<file path="src/rtl/mouse_pkg.sv">
// mouse_pkg: shared screen geometry, report byte bit positions and decoder FSM states
package mouse_pkg;
    localparam int SCREEN_W = 640;
    localparam int SCREEN_H = 480;
    localparam int BTN_LEFT = 0;
    localparam int BTN_RIGHT = 1;
    localparam int BTN_MID = 2;
    localparam int TOGGLE_BIT = 7;
    typedef enum logic [1:0] {PRIME, IDLE, LATCH, APPLY} state_t;
endpackage

</file>
<file path="src/rtl/mouse_report_decoder_if.sv">
// mouse_report_decoder_if: shot event valid/ready channel with captured cursor coordinates
interface mouse_report_decoder_if;
    logic shot_valid;
    logic shot_ready;
    logic [9:0] shot_x;
    logic [9:0] shot_y;
    modport master (output shot_valid, output shot_x, output shot_y, input shot_ready);
    modport slave (input shot_valid, input shot_x, input shot_y, output shot_ready);
endinterface

</file>
<file path="src/rtl/axis_accum.sv">
// axis_accum: adds a signed 8-bit delta to a 10-bit position and clamps to 0..LIMIT-1
module axis_accum #(
    parameter int LIMIT = 640
) (
    input  logic [9:0]        pos,
    input  logic signed [7:0] delta,
    output logic [9:0]        result
);
    localparam logic signed [11:0] MAX = 12'(LIMIT - 1);
    logic signed [11:0] sum;
    // widen both operands so the sum can go below zero or past the screen edge
    always_comb begin
        sum = $signed({2'b00, pos}) + $signed({{4{delta[7]}}, delta});
        result = sum < 12'sd0 ? 10'd0 : sum > MAX ? MAX[9:0] : sum[9:0];
    end
endmodule

</file>
<file path="src/rtl/mouse_report_decoder.sv">
// mouse_report_decoder: turns PIO mouse reports into a clamped cursor and rate-limited shot events
module mouse_report_decoder #(
    parameter int SCREEN_W = mouse_pkg::SCREEN_W,
    parameter int SCREEN_H = mouse_pkg::SCREEN_H,
    parameter int RESET_X = 320,
    parameter int RESET_Y = 240,
    parameter int HOLDOFF_CYCLES = 2500000
) (
    input  logic        Clk,
    input  logic        Reset_n,
    input  logic [7:0]  MouseX,
    input  logic [7:0]  MouseY,
    input  logic [7:0]  MouseButtons,
    input  logic        shot_enable,
    mouse_report_decoder_if.master shot,
    output logic [9:0]  cursor_x,
    output logic [9:0]  cursor_y,
    output logic [2:0]  buttons,
    output logic        report_strobe,
    output logic [7:0]  dropped_count,
    output logic [15:0] report_count
);
    import mouse_pkg::*;
    state_t state, state_next;
    logic tog_q, load_tog, latch_en, apply_en;
    logic signed [7:0] dx, dy;
    logic [2:0] btn;
    logic [31:0] holdoff;
    logic [9:0] nx, ny;
    logic fire, press, blocked, pending, raise;
    logic unused_bits;
    assign unused_bits = ^MouseButtons[6:3];
    axis_accum #(.LIMIT(SCREEN_W)) u_x (.pos(cursor_x), .delta(dx), .result(nx));
    axis_accum #(.LIMIT(SCREEN_H)) u_y (.pos(cursor_y), .delta(dy), .result(ny));
    // state register
    always_ff @(posedge Clk)
        state <= !Reset_n ? PRIME : state_next;
    // next state: a toggle mismatch in IDLE starts the latch/apply sequence
    always_comb
        state_next = state == PRIME ? IDLE :
                     state == IDLE ? (MouseButtons[TOGGLE_BIT] != tog_q ? LATCH : IDLE) :
                     state == LATCH ? APPLY : IDLE;
    // per-state strobes
    always_comb begin
        load_tog = state == PRIME || state == LATCH;
        latch_en = state == LATCH;
        apply_en = state == APPLY;
    end
    // shot decision; a handshake in the same cycle frees the slot but restarts holdoff first
    always_comb begin
        fire = shot.shot_valid && shot.shot_ready;
        press = apply_en && btn[BTN_LEFT] && !buttons[BTN_LEFT];
        blocked = !shot_enable || (fire ? HOLDOFF_CYCLES != 0 : holdoff != 32'd0);
        pending = shot.shot_valid && !fire;
        raise = press && !blocked;
    end
    // report capture and cursor update
    always_ff @(posedge Clk) begin
        if (!Reset_n) begin
            tog_q <= 1'b0;
            dx <= '0;
            dy <= '0;
            btn <= '0;
            cursor_x <= 10'(RESET_X);
            cursor_y <= 10'(RESET_Y);
            buttons <= '0;
            report_strobe <= 1'b0;
            report_count <= '0;
        end else begin
            if (load_tog) tog_q <= MouseButtons[TOGGLE_BIT];
            if (latch_en) begin
                dx <= MouseX;
                dy <= MouseY;
                btn <= MouseButtons[BTN_MID:BTN_LEFT];
            end
            report_strobe <= apply_en;
            if (apply_en) begin
                cursor_x <= nx;
                cursor_y <= ny;
                buttons <= btn;
                report_count <= report_count + 16'd1;
            end
        end
    end
    // shot channel, holdoff timer and dropped-press counter
    always_ff @(posedge Clk) begin
        if (!Reset_n) begin
            shot.shot_valid <= 1'b0;
            shot.shot_x <= '0;
            shot.shot_y <= '0;
            holdoff <= '0;
            dropped_count <= '0;
        end else begin
            holdoff <= fire ? 32'(HOLDOFF_CYCLES) : holdoff != 32'd0 ? holdoff - 32'd1 : holdoff;
            shot.shot_valid <= raise || pending;
            if (raise && !pending) begin
                shot.shot_x <= nx;
                shot.shot_y <= ny;
            end
            if (raise && pending && dropped_count != 8'hFF) dropped_count <= dropped_count + 8'd1;
        end
    end
endmodule

</file>
<file path="src/flat_wrapper.sv">
// flat-port wrapper written by rule: the top's interface ports become plain ports
module mouse_report_decoder_flat import mouse_pkg::*;
#(
    parameter int SCREEN_W = mouse_pkg::SCREEN_W,
    parameter int SCREEN_H = mouse_pkg::SCREEN_H,
    parameter int RESET_X = 320,
    parameter int RESET_Y = 240,
    parameter int HOLDOFF_CYCLES = 2500000
)
  (Clk, Reset_n, MouseX, MouseY, MouseButtons, shot_enable, cursor_x, cursor_y, buttons, report_strobe, dropped_count, report_count, shot_shot_valid, shot_shot_x, shot_shot_y, shot_shot_ready);
  mouse_report_decoder_if shot_i ();
  input  logic Clk;
  input  logic Reset_n;
  input  logic [7:0] MouseX;
  input  logic [7:0] MouseY;
  input  logic [7:0] MouseButtons;
  input  logic shot_enable;
  output logic [9:0] cursor_x;
  output logic [9:0] cursor_y;
  output logic [2:0] buttons;
  output logic report_strobe;
  output logic [7:0] dropped_count;
  output logic [15:0] report_count;
  output wire logic [$bits(shot_i.shot_valid)-1:0] shot_shot_valid;
  output wire logic [$bits(shot_i.shot_x)-1:0] shot_shot_x;
  output wire logic [$bits(shot_i.shot_y)-1:0] shot_shot_y;
  input wire logic [$bits(shot_i.shot_ready)-1:0] shot_shot_ready;
  assign shot_shot_valid = shot_i.shot_valid;
  assign shot_shot_x = shot_i.shot_x;
  assign shot_shot_y = shot_i.shot_y;
  assign shot_i.shot_ready = shot_shot_ready;
  mouse_report_decoder #(.SCREEN_W(SCREEN_W), .SCREEN_H(SCREEN_H), .RESET_X(RESET_X), .RESET_Y(RESET_Y), .HOLDOFF_CYCLES(HOLDOFF_CYCLES)) u_core (.Clk(Clk), .Reset_n(Reset_n), .MouseX(MouseX), .MouseY(MouseY), .MouseButtons(MouseButtons), .shot_enable(shot_enable), .shot(shot_i), .cursor_x(cursor_x), .cursor_y(cursor_y), .buttons(buttons), .report_strobe(report_strobe), .dropped_count(dropped_count), .report_count(report_count));
endmodule
</file>
<file path="config.mk">
export PLATFORM = sky130hd
export DESIGN_NAME = mouse_report_decoder_flat
export DESIGN_NICKNAME = d
export VERILOG_FILES = /design/src/rtl/mouse_pkg.sv /design/src/rtl/mouse_report_decoder_if.sv /design/src/rtl/axis_accum.sv /design/src/rtl/mouse_report_decoder.sv /design/src/flat_wrapper.sv
export SDC_FILE = /design/constraint.sdc
export NUM_CORES = 1
export LEC_CHECK = 0
export ABC_AREA = 0
export ABC_CLOCK_PERIOD_IN_PS = 8300
export CAP_MARGIN = 10
export CORE_MARGIN = 8
export CORE_UTILIZATION = 58
export DETAILED_ROUTE_END_ITERATION = 12
export PLACE_DENSITY = 0.83
export SLEW_MARGIN = 0
export SYNTH_ARGS = -nofsm -noshare
export SYNTH_HDL_FRONTEND = slang
export SYNTH_SLANG_ARGS = --single-unit
</file>
<file path="constraint.sdc">
create_clock -name Clk -period 8.3 [get_ports Clk]
set_clock_uncertainty 0.2 [all_clocks]
set_input_delay 0.83 -clock Clk [delete_from_list [all_inputs] [get_ports Clk]]
set_output_delay 0.83 -clock Clk [all_outputs]
set_load 0.01 [all_outputs]
</file>
==> flow_summary_export.csv <==
group,metric,value,unit
routing,routed_via_density,5.67,
global_route,top_usage_layer,"met2",
sta,fin_tns_setup,0,ns
power_and_ir_drop,powerDensity,273,nW/um^2
clock_tree,cts.clk_slew.worst_paths,0.06,ns
logic_synthesis,synth_area,6170,um^2
cells_and_area,drive_gt1_share,7.87,%
global_route,antenna_found_initial,0,
setup_path,crit_arrival,3.51,ns
cells_and_area,fin_util,75.2,%
floorplan,die_w,119,um
clock_tree,cts_resized,0,
clock_tree,post-cts-setup-buffers,0,
logic_synthesis,synth-seq-cells,123,
logic_synthesis,syn_avg_cell_area,8.87,um^2
place,hpwl,10800,um
sta,final_max_slew_viol_count,0,
routing,detail-route-antenna-nets,0,
clock_tree,cts-root-buf,"clkbuf_8",
status,status,"finished clean",
global_route,grt_pass1_wl,26400,um
logic_synthesis,synth_ff_type,"dfxtp_1",
floorplan,initial_core_util,59.8,%
setup_path,path_cells,"ha_1, inv_1, fa_1, nor2b_1, o211ai_1, a311oi_1, a211oi_1, a41oi_1, o41ai_4, nor2_1, o21ai_0",
cells_and_area,n_antenna_cell,0,
setup_path,path_buf_inv,1,
cells_and_area,synthToLayoutAreaGrowth,25.8,%
power_and_ir_drop,clkPwrFrac,34.6,%
clock_tree,clock_sinks,123,
sta,slew_headroom,37.2,%
sta,post-route-min-period,3.31,ns
setup_path,required,8.50,ns
cells_and_area,final_cell_mix,"123 x nand2_1, 123 x dfxtp_1, 91 x clkdlybuf4s50_1",
sta,final.period_utilization,39.8,%
global_route,grtUsageMet3,6.90,%
place,gp_congestion,0.875,
power_and_ir_drop,switching_power,0.689,mW
power_and_ir_drop,p_leak,2.98,nW
routing,wirelength,15400,um
logic_synthesis,syn_inst,696,
routing,drc,0,
floorplan,dieHeight,119,um
power_and_ir_drop,p_int,1.43,mW
setup_path,path_depth,11,
clock_tree,clk_path_buf_depth,2,
setup_path,path_class,"reg2reg",
sta,hold_viol_final,0,
power_and_ir_drop,p_seq_share,35.0,%
routing,drtPass1Iterations,5,
global_route,grt-ovfl-total,0,
worst_hold_path,hp-class,"reg2reg",
global_route,met1_usage,25.0,%
setup_path,reg2reg_depth,11,
run,drv_cap,0,
clock_tree,cts_tree,"yes",
setup_path,crit_family,"compound AO/OA/AOI/OAI gates",
logic_synthesis,ys_warn_count,0,
global_route,grt_use_total,22.3,%
sta,max_freq,0.302,GHz
floorplan,fp-row-count,37,
logic_synthesis,synth.distinct_cells,73,
global_route,grt_max_degree,88,
clock_tree,clock_latency,0.53,ns
clock_tree,cts_hold_buf,0,
routing,drt_iter0_markers,348,
power_and_ir_drop,switching_share,32.4,%
worst_hold_path,min_path_cells,2,
routing,wire_per_inst,16.5,um
setup_path,critical_path.max_fanout,9,
sta,rsz0062_at_grt,"false",
cells_and_area,nFillCells,737,
clock_tree,cts_buffers,17,
setup_path,start_kind,"register",
sta,finalSetupViolCount,0,
setup_path,max_stage_delay,0.44,ns
floorplan,coreArea,10300,um^2
floorplan,io_pins,97,
setup_path,cp-end-kind,"register",
setup_path,crit_path_top_delay_cell,"a311oi_1",
cells_and_area,layout.nets,843,
sta,fin_ws,4.99,ns
global_route,grtUsageMet2,38.1,%
cells_and_area,multiInputGateArea,3550,um^2
routing,dr_total_vias,5314,
power_and_ir_drop,comb_power_share,30.4,%
sta,tightest_slew,0.942,ns
global_route,grt_pass1_vias,5486,
logic_synthesis,yosysSeqAreaShare,39.9,%
logic_synthesis,synthArstFlopShare,0,%
floorplan,dieArea,14200,um^2
logic_synthesis,synth_edf_count,0,
power_and_ir_drop,peakVddDrop,0.000322,V
power_and_ir_drop,power.total,2.12,mW
cells_and_area,seq_area,2460,um^2
place,io_buffers,92,
logic_synthesis,synth_nets,751,
clock_tree,cts-htree-levels,4,
place,dp_slack,5.11,ns
[registers in the layout (all words and copies together) (netlist names)]
| signal | count |
|---|---|
| u_core.shot.shot_y | 10 |
| u_core.tog_q | 1 |
| u_core.state | 2 |
| u_core.shot.shot_x | 10 |
| u_core.dx | 8 |
| u_core.report_strobe | 1 |
| u_core.cursor_x | 10 |
| u_core.report_count | 16 |
| u_core.buttons | 3 |
| u_core.btn | 3 |
| u_core.dy | 8 |
| u_core.cursor_y | 10 |
| u_core.dropped_count | 8 |
| u_core.holdoff | 32 |
| u_core.shot.shot_valid | 1 |
[power groups by stage]
stage / Clock [mW] / Sequential [mW] / Combinational, mW
floorplan: 0 / 0.739 / 0.535
global placement: 0 / 0.747 / 0.608
detailed placement: 0 / 0.753 / 0.634
CTS: 0.739 / 0.741 / 0.647
global route: 0.768 / 0.752 / 0.711
finish: 0.735 / 0.743 / 0.645
[per-layer routing]
metal	vias to the layer above	share of wire, %
met5	-	0
met3	40	6.0
met4	0	2.7
met2	149	49
li1	2622	-
met1	2503	42
[synth_stat cells (all sizes together) (3+ instances only)]
cell,count,area [um^2]
nor2b,11,71.3
o211a,3,30.0
and3,8,50.1
clkbuf,17,63.8
buf,5,38.8
a21boi,42,315
a21oi,17,85.1
or4,4,41.3
a32oi,3,26.3
nand4,9,56.3
ha,25,313
xnor2,45,394
o21ai,39,195
mux2i,3,30.0
or3,13,92.6
nand4b,3,26.3
o211ai,10,80.1
nor2,47,186
a211oi,4,30.0
dfxtp,123,2460
a21o,4,30.0
nand3b,7,65.1
xor2,17,149
nand2,125,474
nand3,6,35.0
inv,16,60.1
and2,22,138
nor4,10,105
o21a,5,37.5
nor3,18,123
[cell type report]
| cell class | count | area share [%] |
|---|---|---|
| multi-input combinational | 535 | 45.7 |
| sequential | 123 | 31.7 |
| timing repair buffer | 95 | 12.1 |
| clock buffer | 25 | 6.11 |
| tap | 136 | 2.19 |
| clock inverter | 7 | 1.45 |
| inverter | 16 | 0.774 |
[worst paths after layout]
check                                                         from                                  to  slack, ns
worst max-delay path               u_core.cursor_x[0]$_SDFFE_PN0P_     u_core.cursor_x[2]$_SDFFE_PN0P_       4.99
worst min-delay path            u_core.shot.shot_x[1]$_SDFFE_PN0P_  u_core.shot.shot_x[1]$_SDFFE_PN0P_       0.25
worst max register to register     u_core.cursor_x[0]$_SDFFE_PN0P_     u_core.cursor_x[2]$_SDFFE_PN0P_       4.99
worst min register to register  u_core.shot.shot_x[1]$_SDFFE_PN0P_  u_core.shot.shot_x[1]$_SDFFE_PN0P_       0.25
[cells by family after synthesis]
group / Yosys count / synth area share, %
fa+ha+maj: 27 / 5.72
buf+inv: 38 / 2.64
mux: 4 / 0.669
compound gates: 147 / 16.4
flops: 123 / 39.9
simple gates: 295 / 25.9
xor+xnor: 62 / 8.80
[through the flow]
stage          cells  area (um^2)  hold slack [ns]
2_1_floorplan    696         6170            0.241
3_3_place_gp     905         7180            0.228
3_5_place_dp     905         7180            0.241
4_1_cts          937         7760            0.249
5_1_grt          937         7760            0.257
6_report         937         7760            0.247
[worst min-delay path, delay by kind of cell (launching register included)]
kind               cells  cell delay [ns]
AOI/OAI and AO/OA      1             0.05
DFF                    1             0.30
and+or+nand+nor        1             0.05
(Power assumes the default switching activity.)
